### src/rtl/alu_share_arbiter.sv
// Shares one integer ALU between two requesters: accept, execute, respond.
// Optional ALU_ARB_RR_EN selects round-robin arbitration; default is fixed priority (client 0).
module alu_share_arbiter #(
  parameter int DATA_WIDTH = 32
) (
  input  logic                  clk,
  input  logic                  rst,
  input  logic                  req0_valid,
  input  logic                  req1_valid,
  output logic                  req0_ready,
  output logic                  req1_ready,
  input  logic [DATA_WIDTH-1:0] req0_op1,
  input  logic [DATA_WIDTH-1:0] req0_op2,
  input  logic [DATA_WIDTH-1:0] req1_op1,
  input  logic [DATA_WIDTH-1:0] req1_op2,
  input  logic [3:0]            req0_ctrl,
  input  logic [3:0]            req1_ctrl,
  output logic [DATA_WIDTH-1:0] alu_op1,
  output logic [DATA_WIDTH-1:0] alu_op2,
  output logic [3:0]            alu_ctrl,
  input  logic [DATA_WIDTH-1:0] alu_out,
  input  logic                  alu_eq,
  output logic                  resp_valid,
  input  logic                  resp_ready,
  output logic                  resp_id,
  output logic [DATA_WIDTH-1:0] resp_data,
  output logic                  resp_eq
);

  typedef enum logic [1:0] {
    IDLE = 2'b00,
    EXEC = 2'b01,
    RESP = 2'b10
  } state_t;

  state_t                state_r;
  state_t                state_s;
  logic                  grant_s;
  logic                  accept_s;
  logic [DATA_WIDTH-1:0] sel_op1_s;
  logic [DATA_WIDTH-1:0] sel_op2_s;
  logic [3:0]            sel_ctrl_s;
  logic [DATA_WIDTH-1:0] op1_r;
  logic [DATA_WIDTH-1:0] op2_r;
  logic [3:0]            ctrl_r;
  logic                  id_r;
  logic [DATA_WIDTH-1:0] data_r;
  logic                  eq_r;
  logic                  resp_valid_r;

`ifdef ALU_ARB_RR_EN
  logic last_grant_r;

  // Round-robin grant: on a tie the client that did not win last time goes first
  always_comb begin
    if (req0_valid && req1_valid) begin
      grant_s = ~last_grant_r;
    end else if (req0_valid) begin
      grant_s = 1'b0;
    end else begin
      grant_s = 1'b1;
    end
  end

  // Remember the winner of each accepted operation
  always_ff @(posedge clk) begin
    if (rst) begin
      last_grant_r <= 1'b1;
    end else if (accept_s) begin
      last_grant_r <= grant_s;
    end else begin
      last_grant_r <= last_grant_r;
    end
  end
`else
  // Fixed-priority grant: client 0 wins whenever it is requesting
  always_comb begin
    if (req0_valid) begin
      grant_s = 1'b0;
    end else begin
      grant_s = 1'b1;
    end
  end
`endif

  // Payload of the granted client
  always_comb begin
    if (grant_s) begin
      sel_op1_s  = req1_op1;
      sel_op2_s  = req1_op2;
      sel_ctrl_s = req1_ctrl;
    end else begin
      sel_op1_s  = req0_op1;
      sel_op2_s  = req0_op2;
      sel_ctrl_s = req0_ctrl;
    end
  end

  // Next-state and handshake decode; ready is only ever raised in IDLE
  always_comb begin
    state_s    = state_r;
    accept_s   = 1'b0;
    req0_ready = 1'b0;
    req1_ready = 1'b0;
    case (state_r)
      IDLE: begin
        if (req0_valid || req1_valid) begin
          accept_s   = 1'b1;
          req0_ready = ~grant_s;
          req1_ready = grant_s;
          state_s    = EXEC;
        end else begin
          state_s = IDLE;
        end
      end
      EXEC: begin
        state_s = RESP;
      end
      RESP: begin
        if (resp_ready) begin
          state_s = IDLE;
        end else begin
          state_s = RESP;
        end
      end
      default: begin
        state_s = IDLE;
      end
    endcase
  end

  // State register
  always_ff @(posedge clk) begin
    if (rst) begin
      state_r <= IDLE;
    end else begin
      state_r <= state_s;
    end
  end

  // Operand and owner registers change only on acceptance
  always_ff @(posedge clk) begin
    if (rst) begin
      op1_r  <= {DATA_WIDTH{1'b0}};
      op2_r  <= {DATA_WIDTH{1'b0}};
      ctrl_r <= 4'b0000;
      id_r   <= 1'b0;
    end else if (accept_s) begin
      op1_r  <= sel_op1_s;
      op2_r  <= sel_op2_s;
      ctrl_r <= sel_ctrl_s;
      id_r   <= grant_s;
    end else begin
      op1_r  <= op1_r;
      op2_r  <= op2_r;
      ctrl_r <= ctrl_r;
      id_r   <= id_r;
    end
  end

  // Result capture one cycle after acceptance, then held through RESP
  always_ff @(posedge clk) begin
    if (rst) begin
      data_r <= {DATA_WIDTH{1'b0}};
      eq_r   <= 1'b0;
    end else if (state_r == EXEC) begin
      data_r <= alu_out;
      eq_r   <= alu_eq;
    end else begin
      data_r <= data_r;
      eq_r   <= eq_r;
    end
  end

  // Response-valid flag registered from the next state
  always_ff @(posedge clk) begin
    if (rst) begin
      resp_valid_r <= 1'b0;
    end else begin
      resp_valid_r <= (state_s == RESP);
    end
  end

  assign alu_op1    = op1_r;
  assign alu_op2    = op2_r;
  assign alu_ctrl   = ctrl_r;
  assign resp_valid = resp_valid_r;
  assign resp_id    = id_r;
  assign resp_data  = data_r;
  assign resp_eq    = eq_r;

endmodule

### config.mk
export PLATFORM = sky130hd
export DESIGN_NAME = alu_share_arbiter
export DESIGN_NICKNAME = d
export VERILOG_FILES = /design/src/rtl/alu_share_arbiter.sv
export SDC_FILE = /design/constraint.sdc
export NUM_CORES = 1
export LEC_CHECK = 0
export BUFFER_PORTS_ARGS = -buffer_cell sky130_fd_sc_hd__buf_2
export CORE_MARGIN = 3
export CORE_UTILIZATION = 39
export DETAILED_ROUTE_END_ITERATION = 10
export PLACE_DENSITY = 0.88
export RECOVER_POWER = 25
export SYNTH_ARGS = -nofsm -noshare
export SYNTH_HDL_FRONTEND = slang
export SYNTH_SLANG_ARGS = --single-unit
### constraint.sdc
create_clock -name clk -period 1.3 [get_ports clk]
set_input_delay 0.13 -clock clk [delete_from_list [all_inputs] [get_ports clk]]
set_output_delay 0.13 -clock clk [all_outputs]
set_load 0.01 [all_outputs]
* Yosys cells after proc, flatten, opt, wreduce, memory -nomap -nowiden
Cells that the tools add are included. Widths: inputs -> output; s select.
Storage, ports and cells: bits in registers 105, latch bits 0, bits in writable memories 0, ROM bits 0, input bits 174, output and inout bits 105, logic and storage cells 26, memories 0
Operators by class: $add $sub $neg 0, $mul 0, divide/modulo/power cells 0, order comparisons 0, equality and inequality tests 3, shift operators 0, mux-type cells 13, bitwise gates (word level) 0, reductions and logical operators 2
Operator list (number):
- $mux 32 | 2
- $mux 1 | 8
- $pmux 2 s3 | 1
- $eq 2x2->1 const B | 2
- $mux 4 | 1
- $eq 2x1->1 const B | 1
- $logic_not 2->1 | 1
- $mux 2 | 1
- $logic_or 1x1->1 | 1

* Logic depth before layout (Yosys ltp)
word-level depth 4, mapped depth 8, mapped depth without buffers 3

* Least setup slack after synthesis
OpenSTA, ideal clock, no wires.
kind input-to-reg, start point in req0_valid, end point reg op1_r[10], in the netlist alu_op1[10], data arrival time 1.300 ns, required time 1.220 ns, slack -0.080 ns, stages on the path 8, buffers on the path 5, cells stage by stage buf_2 > or2_1 > clkbuf_1 > and2_1 > buf_6 > buf_6 > buf_6 > a211oi_2
On the way: cells in the longest elaborated chain, start to end 3, elaborated cells on any way between the ends 4, classes of those cells 3 x mux; 1 x reduce/logical
RTL lines:
- start: declaration | RTL line 8 | input logic req0_valid,
- $logic_or 1x1->1 | RTL line 107 | if (req0_valid || req1_valid) begin
- $mux 1 | RTL line 107
- $mux 1 | RTL line 105 | case (state_r)
- end signal: assignment | RTL line 144 | op1_r <= {DATA_WIDTH{1'b0}};
- end signal: assignment | RTL line 149 | op1_r <= sel_op1_s;
- end signal: assignment | RTL line 154 | op1_r <= op1_r;
- end: declaration | RTL line 43 | logic [DATA_WIDTH-1:0] op1_r;
Several ways; a longest one is shown, not always the timed one. A chain may end at the register's enable or synchronous reset.

* Worst setup path in the final report
start point reg state_r[0], end point out req1_ready
On the way: cells in the longest elaborated chain, start to end 2
RTL lines:
- start: declaration | RTL line 36 | state_t state_r;
- start signal: assignment | RTL line 137 | state_r <= state_s;
- $logic_not 2->1 | RTL line 105
- $mux 1 | RTL line 105
- end: declaration | RTL line 11 | output logic req1_ready,
Every way passes these cells.

==> summary.txt <==
Status - complete, but fails checks
Violated checks - setup timing
Part of the cycle the worst path needs - 1.02
Grt met1 use - 0.232
Final Util - 0.583
Fmax - 755 MHz
Reg2Reg Depth - 6
Largest stage delay, worst path - 0.34 ns
Port buffer count - 278
Pre-CTS setup slack - 0.0111 ns
RSZ-0062 raised after global routing - yes
WHS Path Cells - 3
Routed Antenna Nets - 0
Clock power share - 0.325
Vias/cell - 5.12
Largest net degree at the start of global routing - 53
HPWL after detailed placement - 9910 um
Htree depth - 3
First-pass GRT wire length - 20,600 um
Sink Count - 105
Iter 0 DRT Violations - 344
Mapped Nets - 647
Core Region - 10,900 sq um
Initial Util - 0.402
Most common cell after layout, fill and taps aside - buf_2
Switching Power - 2.51 mW
Synthesized area - 4400 sq um
Ant. Diodes - 0
Hold path endpoint - resp_data[25]
Area contributors post-synth - dfxtp_1 (48%), mux2i_1 (15%), a21oi_1 (12%)
P_int - 6.00 mW
GR Util met3 - 0.0410
Final setup fails - 1
Hold path startpoint - alu_out[25]
Met2 Use GR - 0.361
Slew @ Worst Pin - 0.428 ns
Worst EP required - 1.17 ns
RR Endpoint - resp_data[2]
Reg clk slew, reported paths - 0.08 ns
Cell taking the most area after synthesis - dfxtp_1
Clock latency on the worst-skew pair - 0.34 ns
Total CTS buffers - 9
Area grow syn2layout - 45.0%
Via count - 4,514
Setup TNS - -0.0242 ns
Footprint of the multi-input gates - 2110 sq um
Detailed-router iteration count before antenna repair - 4
FF/Latch Area - 2110 sq um
Reg2Reg Launch Point - state_r[1]
Critical-path cell list - buf_6 -> nor4b_4 -> buf_2
Clock period minus worst slack - 1.32 ns
Synth Register Bits - 105
Fillers - 971
Row cnt - 38
Yosys top cell area share - 0.478
Gr busiest metal - met2
Switching share of power - 0.295
Seq/Total Area, Yosys - 0.478
Final hold viol count - 0
Syn Inst Count - 473
Crit path max-delay cell type - dfxtp_2
Synth cell types - 17
Ys Warns - 0
Arrival time worst endpoint - 1.19 ns
Initial antenna violation count - 0
Die width - 112 um
Final GP Congestion - 0.844
Crit. End Element - primary output
WS Path Type - reg2out
Final WL - 13,500 um
Seq pwr share - 0.438
Post-route DRC violation count - 0
Commonest cells after routing, fill and taps aside - buf_2 (227), a21oi_1 (103), dfxtp_1 (103), mux2i_1 (68), nand2_1 (66)
Worst setup SP type - flop
Syn Area/Cell - 9.30 sq um
Die extent in y - 112 um
Die area - 12,600 sq um
Worst hold path type - in2reg
Vias in the first global route - 4,292
Worst IR Drop VDD - 0.665 mV
Max cap viols - 0
CTS tree - yes
CTS max path bufs - 2
Power per cell area - 1340 nW/um^2
I/O Pins - 279
GRT Overall Usage - 0.199
Nets@finish - 911
Crit-path max FO - 3
Reg-to-reg slack, setup - 0.02 ns
Leakage - 2.96 nW
Setup WS post-layout - -0.0242 ns
WL/cell - 15.3 um
Final Skew - 0.00804 ns
Total grt overflow - 0
Worst slew margin - 0.714
Max-slew violations - 0
Layout cells sized above 1 - 0.390
Clk Tree Root Cell - clkbuf_16
Comb power frac - 0.237
critical path, delay by kind of cell (launching register included):
family	cells	cell delay (ns)
simple gates	1	0.23
buf+inv	2	0.29
flops	1	0.34
final cells by class:
| cell class | instances | share of cell area |
|---|---|---|
| multi-input cells | 317 | 0.331 |
| repair buffers | 304 | 0.264 |
| clock buffers | 9 | 0.0353 |
| well taps | 140 | 0.0275 |
| clock inverters | 6 | 0.0118 |
| flip-flops and latches | 105 | 0.330 |
layer usage:
metal | part of all wire | vias to the layer above | routed length (um)
met2 | 0.51 | 198 | 6920
li1 | - | 2230 | -
met5 | 0 | - | 0
met1 | 0.40 | 2067 | 5410
met4 | 0.015 | 0 | 206
met3 | 0.071 | 19 | 955
how the worst max path moves through the flow:
| stage | to | from | slack [ns] |
|---|---|---|---|
| 6_report | req1_ready | state_r[0] | -0.02 |
| 5_1_grt | req1_ready | state_r[0] | -0.09 |
| 4_1_cts | req1_ready | state_r[1] | -0.06 |
| 3_5_place_dp | alu_op2[7] | state_r[1] | 0.01 |
| 3_3_place_gp | alu_op1[31] | req1_valid | 0.06 |
| 2_1_floorplan | alu_op1[10] | req0_valid | -0.05 |
cell usage after synthesis, drive strengths merged:
library cell and number:
dfxtp 105, a21oi 103, a211oi 68, mux2i 68
nand2 66, clkbuf 34, buf 17, nor2 4
and2 2, nor2b 2, nand2b 1, nor3 1
nor4b 1, or2 1
cell families after synthesis:
kind of cell           after synthesis  synth area share
AOI/OAI and AO/OA                  171             0.245
DFF                                105             0.478
and+or+nand+nor                     78            0.0714
muxes                               68             0.155
buffers and inverters               51            0.0512
flip-flops by register name (all words and copies together) (netlist names):
signal and cells:
alu_op1 32, state_r 2, alu_ctrl 4, resp_eq 1, resp_valid 1, resp_data 32
resp_id 1, alu_op2 32
power by group through the flow:
stage	Combinational, mW	Clock [mW]	Sequential (mW)
2_1_floorplan	0.932	0	3.95
3_3_place_gp	1.94	0	3.79
3_5_place_dp	1.99	0	3.79
4_1_cts	2.01	2.84	3.72
5_1_grt	2.21	2.97	3.77
6_report	2.02	2.76	3.73
metrics by stage:
stage | total power [mW] | area (sq um) | instances | hold WS (ns)
after global routing | 8.95 | 6380 | 881 | 0.0206
final | 8.51 | 6380 | 881 | 0.0266
after floorplan | 4.88 | 4420 | 473 | 0.266
after global placement | 5.73 | 6020 | 860 | 0.374
after CTS | 8.57 | 6350 | 877 | 0.00884
after detailed placement | 5.77 | 6020 | 860 | 0.375
timing repair:
action / CTS / global route
setup endpoints to repair: 2 / 14
buffers inserted: 2 / 3
hold buffers: 0 / 0
gates cloned: 0 / 1
endpoints found under the hold margin: 0 / 0
gates resized for setup: 2 / 9
pin swaps: 1 / 1
Note: power is estimated with default switching activity, not from simulation.
